--- config.mk ---
export PLATFORM = sky130hd
export DESIGN_NAME = palette_lut
export DESIGN_NICKNAME = d
export VERILOG_FILES = /design/src/rtl/palette_lut.sv
export SDC_FILE = /design/constraint.sdc
export NUM_CORES = 1
export LEC_CHECK = 0
export CAP_MARGIN = 20
export CORE_UTILIZATION = 50
export DETAILED_ROUTE_END_ITERATION = 6
export GPL_TIMING_DRIVEN = 0
export PLACE_DENSITY_LB_ADDON = 0.05
export SLEW_MARGIN = 5
export SYNTH_ARGS = -nofsm -noshare
export SYNTH_HDL_FRONTEND = slang
export SYNTH_SLANG_ARGS = --single-unit
--- constraint.sdc ---
create_clock -name clk -period 2 [get_ports clk]
set_input_delay 0.3 -clock clk [delete_from_list [all_inputs] [get_ports clk]]
set_output_delay 0.3 -clock clk [all_outputs]
set_load 0.01 [all_outputs]
--- src/rtl/palette_lut.sv ---
// Multi-bank run-time programmable colour palette with a two-stage lookup/fade pipeline.
// Index + bank in, faded RGB444 out two cycles later; illegal lookups return DEBUG_COLOR.
module palette_lut #(
  parameter int          IDX_W       = 4,
  parameter int          NUM_ENTRIES = 16,
  parameter int          NUM_BANKS   = 2,
  parameter int          BANK_W      = 1,
  parameter logic [11:0] DEBUG_COLOR = 12'hF0F
) (
  input  logic              clk,
  input  logic              rst_n,
  input  logic              in_valid,
  input  logic [IDX_W-1:0]  in_index,
  input  logic [BANK_W-1:0] in_bank,
  input  logic [3:0]        fade_level,
  input  logic              wr_en,
  input  logic [BANK_W-1:0] wr_bank,
  input  logic [IDX_W-1:0]  wr_index,
  input  logic [11:0]       wr_data,
  output logic              out_valid,
  output logic [11:0]       rgb_out
);

  localparam logic [11:0] START_PAL [8] = '{12'hBEB, 12'hDD0, 12'hFFF, 12'hC54,
                                            12'h7BA, 12'h6CB, 12'h435, 12'hAC5};

  logic [11:0] pal_r [NUM_BANKS][NUM_ENTRIES];
  logic        s1_valid_r;
  logic [11:0] s1_color_r;
  logic [3:0]  s1_fade_r;
  logic [11:0] lut_s;
  logic [11:0] color_s;
  logic        wr_ok_s;
  logic        collide_s;

  function automatic logic [11:0] reset_color(input int b, input int e);
    reset_color = (b == 0 && e < 8) ? START_PAL[e[2:0]] : DEBUG_COLOR;
  endfunction

  function automatic logic [3:0] fade4(input logic [3:0] c, input logic [3:0] f);
    fade4 = (c > f) ? (c - f) : 4'h0;
  endfunction

  function automatic logic [11:0] fade12(input logic [11:0] c, input logic [3:0] f);
    fade12 = {fade4(c[11:8], f), fade4(c[7:4], f), fade4(c[3:0], f)};
  endfunction

  // Palette storage: restored to the start-screen palette on reset, written in place otherwise
  always_ff @(posedge clk or negedge rst_n) begin
    if (!rst_n) begin
      for (int b = 0; b < NUM_BANKS; b++)
        for (int e = 0; e < NUM_ENTRIES; e++)
          pal_r[b][e] <= reset_color(b, e);
    end else begin
      for (int b = 0; b < NUM_BANKS; b++)
        for (int e = 0; e < NUM_ENTRIES; e++)
          if (wr_en && 32'(wr_bank) == b && 32'(wr_index) == e)
            pal_r[b][e] <= wr_data;
    end
  end

  // Lookup mux; an out-of-range bank or index matches no entry and falls through to DEBUG_COLOR
  always_comb begin
    lut_s = DEBUG_COLOR;
    for (int b = 0; b < NUM_BANKS; b++)
      for (int e = 0; e < NUM_ENTRIES; e++)
        lut_s = (32'(in_bank) == b && 32'(in_index) == e) ? pal_r[b][e] : lut_s;
    wr_ok_s   = (32'(wr_bank) < NUM_BANKS) && (32'(wr_index) < NUM_ENTRIES);
    collide_s = wr_en && wr_ok_s && (wr_bank == in_bank) && (wr_index == in_index);
    color_s   = collide_s ? wr_data : lut_s;
  end

  // Stage 1 captures colour and fade; stage 2 applies the saturating fade
  always_ff @(posedge clk or negedge rst_n) begin
    if (!rst_n) begin
      s1_valid_r <= 1'b0;
      s1_color_r <= 12'h000;
      s1_fade_r  <= 4'h0;
      out_valid  <= 1'b0;
      rgb_out    <= 12'h000;
    end else begin
      s1_valid_r <= in_valid;
      s1_color_r <= color_s;
      s1_fade_r  <= fade_level;
      out_valid  <= s1_valid_r;
      rgb_out    <= fade12(s1_color_r, s1_fade_r);
    end
  end

endmodule
[Yosys cells after proc, flatten, opt, wreduce, memory -nomap -nowiden]
Index checks and enable logic that the tools add are counted.
Operators by class
  order comparisons: 3
  add/subtract/negate cells: 3
  reduce and logical (&&, ||, !) cells: 70
  multiplexer cells: 36
  bitwise gates (word level): 2
  equality and inequality tests: 32
Operator list (count)
  $mux W12: 33
  $logic_and A1 B1 Y1: 68
  $eq A4 B4 Y1 const B: 16
  $eq A4 B3 Y1 const B: 8
  $eq A4 B2 Y1 const B: 4
  $gt A4 B4 Y1: 3
  $mux W4: 3
  $sub A4 B4 Y4: 3
  $eq A4 B1 Y1 const B: 2
  $logic_not A4 Y1: 2
  $eq A4 B4 Y1: 1
  $not A1 Y1: 2
  $eq A1 B1 Y1: 1
Storage, ports and cells
  word-level logic and storage cells: 183
  flip-flop bits (word level): 414

[Depth between registers and ports, before layout]
  depth after elaboration: 35
  gate-level depth with buffers: 11
  gate-level depth less buffers: 8

[Worst setup path before layout]
OpenSTA, ideal clock, no wires.
  kind: in2reg
  start point: input in_index[1]
  end point: register s1_color_r[9]
  setup time: 0.118 ns
  cell stages on the path: 8
  required time: 1.882 ns
  arrival time: 1.946 ns
  path slack: -0.064 ns
  path buffers: 2
  cells stage by stage: buf_2 -> buf_2 -> mux4_2 -> a2111oi_2 -> nor4_1 -> a2111oi_2 -> o211ai_1 -> a21o_1
On the way
  word-level cells in the longest chain between the ends: 35
RTL lines
  start, declared: line 13  | input logic [IDX_W-1:0] in_index,
  $logic_not A4 Y1: line 67  | lut_s = (32'(in_bank) == b && 32'(in_index) == e) ? pal_r[b][e] : lut_s;
  $logic_and A1 B1 Y1: line 67
  $mux W12 (32 in a row): line 67
  $mux W12 (*): line 70  | color_s = collide_s ? wr_data : lut_s;
  via color_s[9]: line 32  | logic [11:0] color_s;
  end signal, assigned: line 83  | s1_color_r <= color_s;
  end, declared: line 29  | logic [11:0] s1_color_r;
The timed path passes the listed nets; every way through them passes the cells marked *.
A chain may end at the register's enable or synchronous reset.

[Final worst setup path]
  start point: register pal_r[345] in the netlist's numbering
  end point: register s1_color_r[9]
On the way
  word-level cells in the longest chain between the ends: 30
RTL lines
  start, declared: line 27  | logic [11:0] pal_r [NUM_BANKS][NUM_ENTRIES];
  start signal, assigned by index: line 53  | pal_r[b][e] <= reset_color(b, e);
  start signal, assigned by index: line 58  | pal_r[b][e] <= wr_data;
  $mux W12 (29 in a row): line 67
  $mux W12: line 70
  via color_s[9]: line 32
The timed path passes the listed nets, and every way through them passes these cells.

==> impl_metrics.py <==
metrics = {
    "run_status": {
        "outcome": "finished with violations",
        "failed_checks": "negative setup slack",
    },
    "worst_setup_path": {
        "r2r_cells": 6,
        "critPathLaunchType": "flip-flop",
        "required_ns": 2.46,
        "r2r_start": "pal_r[345]",
        "worst_setup_path_end_kind": "flip-flop",
        "cp_data_arrival_time_ns": 2.75,
        "critical_path_peak_fanout": 2,
        "worst-setup-path-type": "reg -> reg",
        "reg2reg_slack_ns": -0.29,
        "r2r-end": "s1_color_r[9]",
    },
    "yosys": {
        "synth_nets": 1817,
        "synth_enable_flop_cells": 0,
        "top_area_cell_type_share_of_the_netlist_area_pct": 31.61,
        "largest_family_of_logic_cells_by_synthesized_area": "multiplexers",
        "async_flop_share_pct": 100.0,
        "synth-seq-cells": 414,
        "gate_count_of_the_mapped_netlist": 1772,
        "count_of_cell_types_in_the_netlist": 83,
        "synth_compound_gate_area_share_pct": 12.03,
        "synth.mux.area_fraction_pct": 22.56,
        "synth.yosys.warnings": 0,
        "leading_post_synthesis_cells_by_cell_area": "dfstp_2 (32%), dfrtp_1 (20%), mux2_2 (19%), o21ai_0 (2.4%), nand2_1 (2.2%)",
        "mappedNetlistArea_um2": 20780,
        "synth-simple-area-share_pct": 8.448,
        "synth-seq-area-share_pct": 51.36,
        "syn_area_per_cell_um2": 11.73,
        "post_synth_fa_ha_maj_area_fraction_pct": 1.012,
        "synth_top_cell_by_area": "dfstp_2",
        "post_synth_top_flop": "dfstp_2",
        "xor_xnor_fraction_of_synth_area_pct": 0.5058,
    },
    "drt": {
        "drc_viols": 0,
        "highest_layer": "met5",
        "via_density_per_instance": 6.741,
        "detailroute.wirelength.met3_um": 11080,
        "wl_met2_um": 36960,
        "drt_pass1_iterations": 6,
        "wl_um": 90550,
        "wl_per_cell_um": 36.53,
        "detailroute.via_count": 16710,
        "antenna_violating_nets_post_route": 0,
        "violation_count_after_the_first_detailed_routing_iteration": 2149,
        "detail_route.wirelength.met1_um": 36370,
    },
    "floorplanning": {
        "design.core.area_um2": 40920,
        "fp.dieArea_um2": 42380,
        "std_cell_rows": 74,
        "fp.dieH_um": 205.9,
        "initial_utilization_pct": 50.77,
        "io_pins": 43,
        "floorplan.die.width_um": 205.9,
    },
    "global_route": {
        "via_count_of_the_first_global_routing_pass": 16140,
        "overflow": 0,
        "pin_count_of_the_biggest_net_entering_global_routing": 118,
        "grt_usage_pct": 43.49,
        "antenna_found_initial": 5,
        "grt_pass1_wl_um": 125300,
    },
    "finish": {
        "num-nets-final": 1956,
        "syn_to_final_growth_pct": 22.80,
        "drive_gt1_share_pct": 51.72,
        "final_cell_mix": "mux2_2 (353), dfstp_2 (250), dfrtp_1 (164)",
        "n_antenna_cell": 0,
        "finalInstanceArea_um2": 25520,
        "layout_commonest_cell": "mux2_2",
    },
    "sta": {
        "timing_max_transition_violations_final": 0,
        "clock-skew-final_ns": 0.01132,
        "post-route-worst-setup-slack_ns": -0.2856,
        "number_of_setup_violations_in_the_final_report": 8,
        "min_period_ns": 2.286,
        "tightestPinTransition_ns": 1.202,
        "fmaxAchievable_ghz": 0.4375,
        "post-route-period-util_pct": 114.3,
        "report.final.hold_viol_count": 0,
        "rsz0062_at_grt": "yes",
        "final.hold.worst_slack_ns": 0.1553,
        "max_slew_margin_pct": 19.86,
        "finalSetupTns_ns": -0.6850,
    },
    "placed_design": {
        "placed_cell_areas_um2": 21910,
        "hpwl_um": 63190,
        "port_buffers": 36,
        "routabilityCongestion": 1.053,
    },
    "hold_path": {
        "hold_path_depth": 1,
        "timing.hold.worst_endpoint": "s1_fade_r[3]",
        "timing.hold.worst.start": "fade_level[3]",
        "hold_class": "in -> reg",
    },
    "clocking": {
        "cts_made_buffers": 46,
        "cts_root_buffer": "clkbuf_16",
        "htree_levels": 2,
        "clkLatencyLatePin_ns": 0.59,
        "clk_transition_reported_paths_ns": 0.06,
        "cts_tree": "yes",
        "clock_tree.buffer_depth": 3,
        "cts_sinks": 414,
    },
    "pwr": {
        "vdd_ir_drop_max_mv": 0.9629,
        "total_power_mw": 25.68,
        "power_density_nw_per_um2": 1007,
        "power.leakage_nw": 10.44,
    },
    "flow_run": {
        "maxCapViolations": 0,
    },
}
==> timing repair <==
action	in CTS	in global routing
pin swaps	41	27
hold buffers	1	0
gates resized for setup	341	93
cloned	5	0
setup buffers	28	21
endpoints found under the hold margin	34	0
endpoints found under the setup margin	81	111
==> routing by layer <==
layer | global-route usage (%) | vias up
li1 | - | 6767
met1 | 59.16 | 8521
met2 | 59.86 | 1135
met3 | 14.36 | 285
met4 | 26.10 | 2
met5 | 0 | -
==> where the power goes <==
part	total [mW]	internal [mW]	switching, mW
logic	4.97	2.32	2.64
clock network	8.94	5.30	3.64
registers	11.8	10.7	1.06
==> flip-flops by register name, summed over array words and instances, names as in the netlist <==
register and count:
out_valid 1, pal_r 384, rgb_out 12, s1_color_r 12, s1_fade_r 4, s1_valid_r 1
==> worst max-delay path: stages, from the launching register on <==
cell	delay [ns]
dfrtp_1	0.38
mux4_2	0.61
a2111oi_4	0.37
nor4_2	0.09
a2111oi_2	0.24
o211ai_1	0.24
a21o_1	0.24
==> cells in the mapped netlist, drive strengths merged (24+ instances only) <==
master	number
mux2i	36
dfstp	250
nor2	82
nand2	122
dfrtp	164
buf	72
o21ai	102
mux2	354
clkbuf	91
a21oi	72
o22ai	24
inv	28
nor3	29
==> worst max-delay path by stage <==
stage	slack (ns)	from	cells past startpoint	to
5_1_grt	-0.30	pal_r[345]	6	s1_color_r[9]
4_1_cts	-0.31	pal_r[345]	6	s1_color_r[9]
2_1_floorplan	0.001	wr_index[1]	7	s1_color_r[6]
6_report	-0.29	pal_r[345]	6	s1_color_r[9]
3_3_place_gp	-17.48	rst_n	1	pal_r[17]
3_5_place_dp	-2.33	in_index[1]	10	s1_color_r[11]
==> stage by stage <==
step / worst slack [ns] / util, % / instances
2_1_floorplan: 0.001342 / - / 1772
3_3_place_gp: -17.48 / 53.30 / 2340
3_5_place_dp: -2.334 / 53.55 / 2346
4_1_cts: -0.3096 / 61.14 / 2459
5_1_grt: -0.2972 / 62.35 / 2479
6_report: -0.2856 / 62.35 / 2479
==> kinds of logic after synthesis <==
family | count (synthesis)
flops | 414
xor+xnor | 12
fa+ha+maj | 15
compound gates | 376
mux | 405
buf+inv | 191
simple gates | 359
==> final cells by class <==
cell class / count / area (µm²)
inverter: 28 / 108.9
clock inverter: 20 / 210.2
clock buffer: 64 / 1371
timing repair buffer: 96 / 1037
tap: 532 / 665.6
buffer: 158 / 1338
fill: 3273 / 15410
multi-input combinational: 1167 / 10110
sequential: 414 / 10670
(Power assumes the default switching activity.)
